### src/rtl/ltc2387_pkg.sv
// Shared types and constants for the LTC2387 frame sequencer and its per-channel averagers.
package ltc2387_pkg;

  typedef enum logic [1:0] {
    ST_IDLE,
    ST_CONVERT,
    ST_READ,
    ST_HOLD
  } state_t;

  localparam int ADC_W        = 18;
  localparam int MAX_LOG2_DEC = 8;
  localparam int ACC_W        = ADC_W + MAX_LOG2_DEC;

  // Shortest legal frame: conversion, a full read window, and one HOLD cycle.
  function automatic int period_min(input int conv_cycles, input int timeout);
    return conv_cycles + timeout + 1;
  endfunction

endpackage

### src/rtl/ltc2387_avg.sv
// ltc2387_avg: one channel's signed accumulator; dumps (sum >>> k) when the shared sample count wraps.
module ltc2387_avg #(
  parameter int MAX_LOG2_DEC = ltc2387_pkg::MAX_LOG2_DEC
) (
  input  logic                                  clk,
  input  logic                                  rst,
  input  logic                                  i_accept,
  input  logic                                  i_last,
  input  logic [3:0]                            i_k,
  input  logic signed [ltc2387_pkg::ADC_W-1:0]  i_sample,
  output logic signed [ltc2387_pkg::ADC_W-1:0]  o_data
);
  import ltc2387_pkg::*;

  // Wide enough for 2^MAX_LOG2_DEC full-scale samples without overflow.
  localparam int SUM_W = ADC_W + MAX_LOG2_DEC;

  logic signed [SUM_W-1:0] r_acc;
  logic signed [SUM_W-1:0] w_sum;
  logic signed [ADC_W-1:0] r_data;

  // Sized cast of a signed operand sign-extends the sample into the accumulator width.
  assign w_sum  = r_acc + SUM_W'(i_sample);
  assign o_data = r_data;

  // Accumulate accepted samples; on the last one, emit the floored mean and restart.
  always_ff @(posedge clk) begin
    // NOTE: the accumulator is reset too, otherwise the first average after reset would carry stale sum.
    if (rst) begin
      r_acc  <= '0;
      r_data <= '0;
    end else if (i_accept) begin
      if (i_last) begin
        r_data <= ADC_W'(w_sum >>> i_k);
        r_acc  <= '0;
      end else begin
        r_acc  <= w_sum;
      end
    end
  end

endmodule

### src/rtl/ltc2387_sequencer.sv
// ltc2387_sequencer: CNV/burst frame sequencer with bounded read wait, missed-frame count and 2^k decimation.
module ltc2387_sequencer #(
  parameter int CNT_W        = 16,
  parameter int CNV_HIGH     = 2,
  parameter int CONV_CYCLES  = 16,
  parameter int TIMEOUT      = 32,
  parameter int MAX_LOG2_DEC = ltc2387_pkg::MAX_LOG2_DEC
) (
  input  logic                                  clk,
  input  logic                                  rst,
  input  logic                                  enable,
  input  logic [CNT_W-1:0]                      period,
  input  logic [3:0]                            log2_dec,
  input  logic                                  clear_timeout,
  input  logic signed [ltc2387_pkg::ADC_W-1:0]  adc0_in,
  input  logic signed [ltc2387_pkg::ADC_W-1:0]  adc1_in,
  input  logic                                  adc_valid_in,
  output logic                                  cnv,
  output logic                                  burst_start,
  output logic signed [ltc2387_pkg::ADC_W-1:0]  out_data0,
  output logic signed [ltc2387_pkg::ADC_W-1:0]  out_data1,
  output logic                                  out_valid,
  output logic                                  busy,
  output logic [15:0]                           timeout_cnt
);
  import ltc2387_pkg::*;

  localparam int               PMIN         = period_min(CONV_CYCLES, TIMEOUT);
  localparam logic [CNT_W-1:0] PERIOD_MIN_C = CNT_W'(PMIN);
  // cnv is registered, so its next value is decided one count ahead of the frame cycle.
  localparam logic [CNT_W-1:0] CNV_LAST     = CNT_W'(CNV_HIGH - 1);
  // burst_start is registered too: raise it on the edge that ends cycle CONV_CYCLES-1.
  localparam logic [CNT_W-1:0] BURST_AT     = CNT_W'(CONV_CYCLES - 1);
  localparam int               WAIT_W       = $clog2(TIMEOUT + 1);
  localparam logic [WAIT_W-1:0] WAIT_LAST   = WAIT_W'(TIMEOUT - 1);
  localparam int               DEC_W        = MAX_LOG2_DEC;

  state_t             r_state;
  logic [CNT_W-1:0]   r_pcnt;
  logic [CNT_W-1:0]   r_period_eff;
  logic [WAIT_W-1:0]  r_wcnt;
  logic [3:0]         r_k;
  logic [DEC_W-1:0]   r_acc_cnt;
  logic [15:0]        r_timeout_cnt;
  logic               r_cnv;
  logic               r_burst_start;
  logic               r_out_valid;
  logic               r_busy;

  logic [CNT_W-1:0]   w_period_eff;
  logic [3:0]         w_k_clamp;
  logic [DEC_W:0]     w_dec_mask;
  logic               w_last;
  logic               w_accept;
  logic               w_timeout;
  logic               w_frame_end;
  logic               w_frame_start;

  assign w_period_eff  = (period < PERIOD_MIN_C) ? PERIOD_MIN_C : period;
  assign w_k_clamp     = (log2_dec > 4'(MAX_LOG2_DEC)) ? 4'(MAX_LOG2_DEC) : log2_dec;
  assign w_dec_mask    = ((DEC_W + 1)'(1) << r_k) - (DEC_W + 1)'(1);
  assign w_last        = ({1'b0, r_acc_cnt} == w_dec_mask);
  assign w_accept      = (r_state == ST_READ) && adc_valid_in;
  assign w_timeout     = (r_state == ST_READ) && !adc_valid_in && (r_wcnt == WAIT_LAST);
  assign w_frame_end   = (r_state == ST_HOLD) && (r_pcnt == r_period_eff - CNT_W'(1));
  assign w_frame_start = enable && ((r_state == ST_IDLE) || w_frame_end);

  assign cnv         = r_cnv;
  assign burst_start = r_burst_start;
  assign out_valid   = r_out_valid;
  assign busy        = r_busy;
  assign timeout_cnt = r_timeout_cnt;

  // Frame FSM plus its counters and registered strobes.
  always_ff @(posedge clk) begin
    // NOTE: every register here uses <= so all updates see the values from before the edge.
    if (rst) begin
      r_state       <= ST_IDLE;
      r_pcnt        <= '0;
      r_period_eff  <= '0;
      r_wcnt        <= '0;
      r_k           <= '0;
      r_acc_cnt     <= '0;
      r_timeout_cnt <= '0;
      r_cnv         <= 1'b0;
      r_burst_start <= 1'b0;
      r_out_valid   <= 1'b0;
      r_busy        <= 1'b0;
    end else begin
      r_burst_start <= 1'b0;
      r_out_valid   <= w_accept && w_last;

      if (w_accept) begin
        r_acc_cnt <= w_last ? '0 : r_acc_cnt + DEC_W'(1);
      end

      // A clear landing on the same cycle as a miss still records that miss.
      if (w_timeout) begin
        if (clear_timeout)                 r_timeout_cnt <= 16'd1;
        else if (r_timeout_cnt != 16'hFFFF) r_timeout_cnt <= r_timeout_cnt + 16'd1;
      end else if (clear_timeout) begin
        r_timeout_cnt <= '0;
      end

      if (w_frame_start) begin
        r_state      <= ST_CONVERT;
        r_pcnt       <= '0;
        r_period_eff <= w_period_eff;
        r_cnv        <= 1'b1;
        r_busy       <= 1'b1;
        // Changing k mid-average would mix scales, so it only moves on a fresh average.
        if (r_acc_cnt == '0) r_k <= w_k_clamp;
      end else begin
        case (r_state)
          ST_IDLE: begin
            r_pcnt <= '0;
          end
          ST_CONVERT: begin
            r_pcnt <= r_pcnt + CNT_W'(1);
            r_cnv  <= (r_pcnt < CNV_LAST);
            if (r_pcnt == BURST_AT) begin
              r_burst_start <= 1'b1;
              r_wcnt        <= '0;
              r_state       <= ST_READ;
            end
          end
          ST_READ: begin
            r_pcnt <= r_pcnt + CNT_W'(1);
            if (adc_valid_in || (r_wcnt == WAIT_LAST)) r_state <= ST_HOLD;
            else                                       r_wcnt  <= r_wcnt + WAIT_W'(1);
          end
          ST_HOLD: begin
            if (w_frame_end) begin
              r_state <= ST_IDLE;
              r_busy  <= 1'b0;
              r_pcnt  <= '0;
            end else begin
              r_pcnt  <= r_pcnt + CNT_W'(1);
            end
          end
          default: r_state <= ST_IDLE;
        endcase
      end
    end
  end

  ltc2387_avg #(
    .MAX_LOG2_DEC (MAX_LOG2_DEC)
  ) u_avg0 (
    .clk      (clk),
    .rst      (rst),
    .i_accept (w_accept),
    .i_last   (w_last),
    .i_k      (r_k),
    .i_sample (adc0_in),
    .o_data   (out_data0)
  );

  ltc2387_avg #(
    .MAX_LOG2_DEC (MAX_LOG2_DEC)
  ) u_avg1 (
    .clk      (clk),
    .rst      (rst),
    .i_accept (w_accept),
    .i_last   (w_last),
    .i_k      (r_k),
    .i_sample (adc1_in),
    .o_data   (out_data1)
  );

endmodule

### config.mk
export PLATFORM = sky130hd
export DESIGN_NAME = ltc2387_sequencer
export DESIGN_NICKNAME = d
export VERILOG_FILES = /design/src/rtl/ltc2387_pkg.sv /design/src/rtl/ltc2387_avg.sv /design/src/rtl/ltc2387_sequencer.sv
export SDC_FILE = /design/constraint.sdc
export NUM_CORES = 1
export LEC_CHECK = 0
export CORE_MARGIN = 2
export CORE_UTILIZATION = 45
export DETAILED_ROUTE_END_ITERATION = 16
export GPL_TIMING_DRIVEN = 0
export SLEW_MARGIN = 25
export SYNTH_ARGS = -nofsm -noshare
export SYNTH_HDL_FRONTEND = slang
export SYNTH_HIERARCHICAL = 1
export SYNTH_SLANG_ARGS = --single-unit
### constraint.sdc
create_clock -name clk -period 4.7 [get_ports clk]
set_clock_uncertainty 0.1 [all_clocks]
set_input_delay 1.41 -clock clk [delete_from_list [all_inputs] [get_ports clk]]
set_output_delay 1.41 -clock clk [all_outputs]
set_load 0.02 [all_outputs]
==> metrics.txt <==
Final setup viols 0; HP Start timeout_cnt[12]; IO buf count 116; total CTS buffers 17; final wirelength 45,600 um; synthesized instance count 1,744; Placer Congestion 0.949; CTS tree built; Via Count 14,300; final net count 2,017; gr ovfl total 0; hold_ws approximately 0.36 ns; reg-to-reg slack, setup 0.30 ns; slew at the pin closest to its max-slew limit approximately 0.84 ns; power density over the cells roughly 350 mW/mm2; Data required, critical path 4.94 ns; leakage 6.07 nW; Filler cells 2,901; Hold Fails Final Rpt 0; reg2reg path depth 16; synthesized cell area 0.0137 mm2; reg-to-reg critical path startpoint r_k[3]; WL/cell 19.9 um; post-synthesis async set-or-reset flop share 0%; Post-DRT Antenna Nets 0; clock slew at reported path FFs 0.07 ns; slew margin rel. 43.9%; Synth warnings 6; Net Count, Synth 1,871; Hold Path Depth 2; root buffer cell clkbuf_16; crit path DAT between 4 and 5 ns; status completed; Post-synth EDFFs 0; HPWL after DPL 34,600 um; min cycle time layout 4.62 ns; fin crit share between 90% and 100%; GRT Util Overall ~28%; worst vdd ir just under 300 uV; CP max FO 6; CTS H-Tree Depth 4; clk buf depth 2; io pins 117; Crit. End Element flip-flop; initial core utilization 45.9%; global-route wire length before repair 71,400 um; final slew viol count 0; Hold WC Path Type flip-flop to flip-flop; Primary FF master, synth dfxtp_1; post-synthesis register bit count 160; starting DRC count in detailed routing 1,287; pre-CTS WS -0.796 ns; sequential share of the synthesized area 23.4%; vias in the first global route 13,100; Post-route DRC 0; setup ws final 0.0802 ns; largest net degree at the start of global routing 17; cell area after layout 0.0162 mm2; non-filler cells, final ~2,300; post-layout util a little over half; Max Freq 216 MHz; CTS Hold Bufs 0; count of cell types in the netlist 111; Setup crit start kind input pin; reg-to-reg endpoint u_avg1/o_data[1]; clk_lat worst skew 0.46 ns; PnR Total Power between 5 and 6 mW; initial antenna violation count 0; Setup TNS 0 ns; vias per cell 6.23; First-pass DRT Iterations 6; layout cells sized above 1 10.9%; Die Y 178 um; Placed Cells 2,251; syn avg cell area 7.85 um2; Max-Cap Viols 0; Die Wd 178 um; CORE AREA between 0.02 and 0.03 mm2; diode count 0; Hold Path Sink timeout_cnt[12]; Crit Path Class input pin to flip-flop; Core Rows 63; Area growth syn-to-layout 18.3%; Total Die Area 0.0318 mm2; dpl cell area 0.0153 mm2; Clock Sinks 160
## area by class of cell
cell class / count / area, um2 / share of cell area [%]
clock inverters: 15 / 176 / 1.09
repair buffers: 128 / 1240 / 7.67
clock buffers: 17 / 425 / 2.63
well taps: 390 / 488 / 3.01
flip-flops and latches: 160 / 3200 / 19.8
plain buffers: 110 / 487 / 3.01
inverters: 55 / 206 / 1.28
multi-input cells: 1418 / 9960 / 61.5
## metal layers
layer,track usage [%],up-vias,part of all wire (%)
met5,0,-,0
met4,9.32,0,2.5
met3,6.46,77,7.8
met2,41.9,597,43
met1,40.9,6782,47
li1,-,6824,-
## cells in the final DEF, fill, tap and decap left out, types with 34 or more instances in the layout
cell	netlist	routed
nand2_1	135	135
o21ai_0	77	74
clkdlybuf4s50_1	0	113
clkbuf_1	79	78
nand3_1	53	53
mux2i_1	35	34
xnor2_1	48	45
inv_1	49	48
nor3_1	42	41
dfxtp_1	160	160
xor2_1	52	52
nor2_1	211	210
ha_1	64	62
a21oi_1	112	109
a22oi_1	41	41
## critical path: stages
cell and delay [ns]:
clkdlybuf4s50_1 0.48, ha_1 0.43, a21o_1 0.25, nor3_1 0.22, a211o_1 0.28, a211oi_2 0.13
or3_1 0.39, and2_4 0.18, mux4_2 0.43, mux4_2 0.47, a22o_1 0.19
## registers in the layout, summed over array words and instances (netlist names)
signal and flops:
cnv 1, out_valid 1, busy 1, r_period_eff 16, r_wcnt 6, burst_start 1
r_acc_cnt 8, r_k 4, u_avg0/r_acc 26, timeout_cnt 16, r_state 2, u_avg1/r_acc 26
u_avg1/o_data 18, u_avg0/o_data 18, r_pcnt 16
## worst max path at each step
stage	startpoint	endpoint	slack [ns]	cells after the start
3_3_place_gp	r_k[0]	u_avg1/o_data[6]	-1.31	13
6_report	adc0_in[5]	u_avg0/o_data[8]	0.08	11
3_5_place_dp	adc0_in[17]	u_avg0/o_data[10]	-0.80	12
2_1_floorplan	adc0_in[0]	u_avg0/o_data[8]	0.25	12
5_1_grt	adc1_in[0]	u_avg1/o_data[9]	-0.008	14
4_1_cts	adc0_in[0]	u_avg0/o_data[8]	0.0007	13
## report_power, final
part,switching [mW],total (mW),internal [mW]
clock network,0.666,1.46,0.798
registers,0.113,1.57,1.45
logic,1.64,2.66,1.02
total,2.42,5.69,3.27
## cell families after synthesis
| family | after synthesis | share of synthesized area [%] |
|---|---|---|
| simple gates | 642 | 23.1 |
| compound gates | 548 | 29.3 |
| buf+inv | 166 | 5.09 |
| flops | 160 | 23.4 |
| xor+xnor | 100 | 6.40 |
| fa+ha+maj | 66 | 6.15 |
| mux | 62 | 6.59 |
## cells in the mapped netlist, types with 14 or more instances
| master | n | area share, % |
|---|---|---|
| nor2_1 | 211 | 5.8 |
| dfxtp_1 | 160 | 23 |
| nand2_1 | 135 | 3.7 |
| a21oi_1 | 112 | 4.1 |
| clkbuf_1 | 79 | 2.2 |
| o21ai_0 | 77 | 2.8 |
| ha_1 | 64 | 5.9 |
| nand3_1 | 53 | 1.9 |
| xor2_1 | 52 | 3.3 |
| inv_1 | 49 | 1.3 |
| xnor2_1 | 48 | 3.1 |
| nor3_1 | 42 | 1.5 |
| a22oi_1 | 41 | 2.2 |
| a211oi_1 | 38 | 2.1 |
| mux2i_1 | 35 | 2.6 |
| nand4_1 | 33 | 1.5 |
| a21o_1 | 29 | 1.6 |
| o211ai_1 | 29 | 1.6 |
| and3_1 | 28 | 1.3 |
| nor4_1 | 24 | 1.1 |
| mux4_2 | 22 | 3.6 |
| nand2b_1 | 21 | 0.96 |
| and2_1 | 18 | 0.82 |
| a31oi_1 | 16 | 0.73 |
| buf_2 | 14 | 0.51 |
| o21bai_1 | 14 | 0.77 |
## repair_timing
| action | CTS | global route |
|---|---|---|
| pin swaps | 2 | 10 |
| buffers inserted | 0 | 11 |
| gates cloned | 0 | 0 |
| endpoints found under the setup margin | 24 | 34 |
| gates resized for setup | 12 | 33 |
Power figures use the tool's default switching activity.
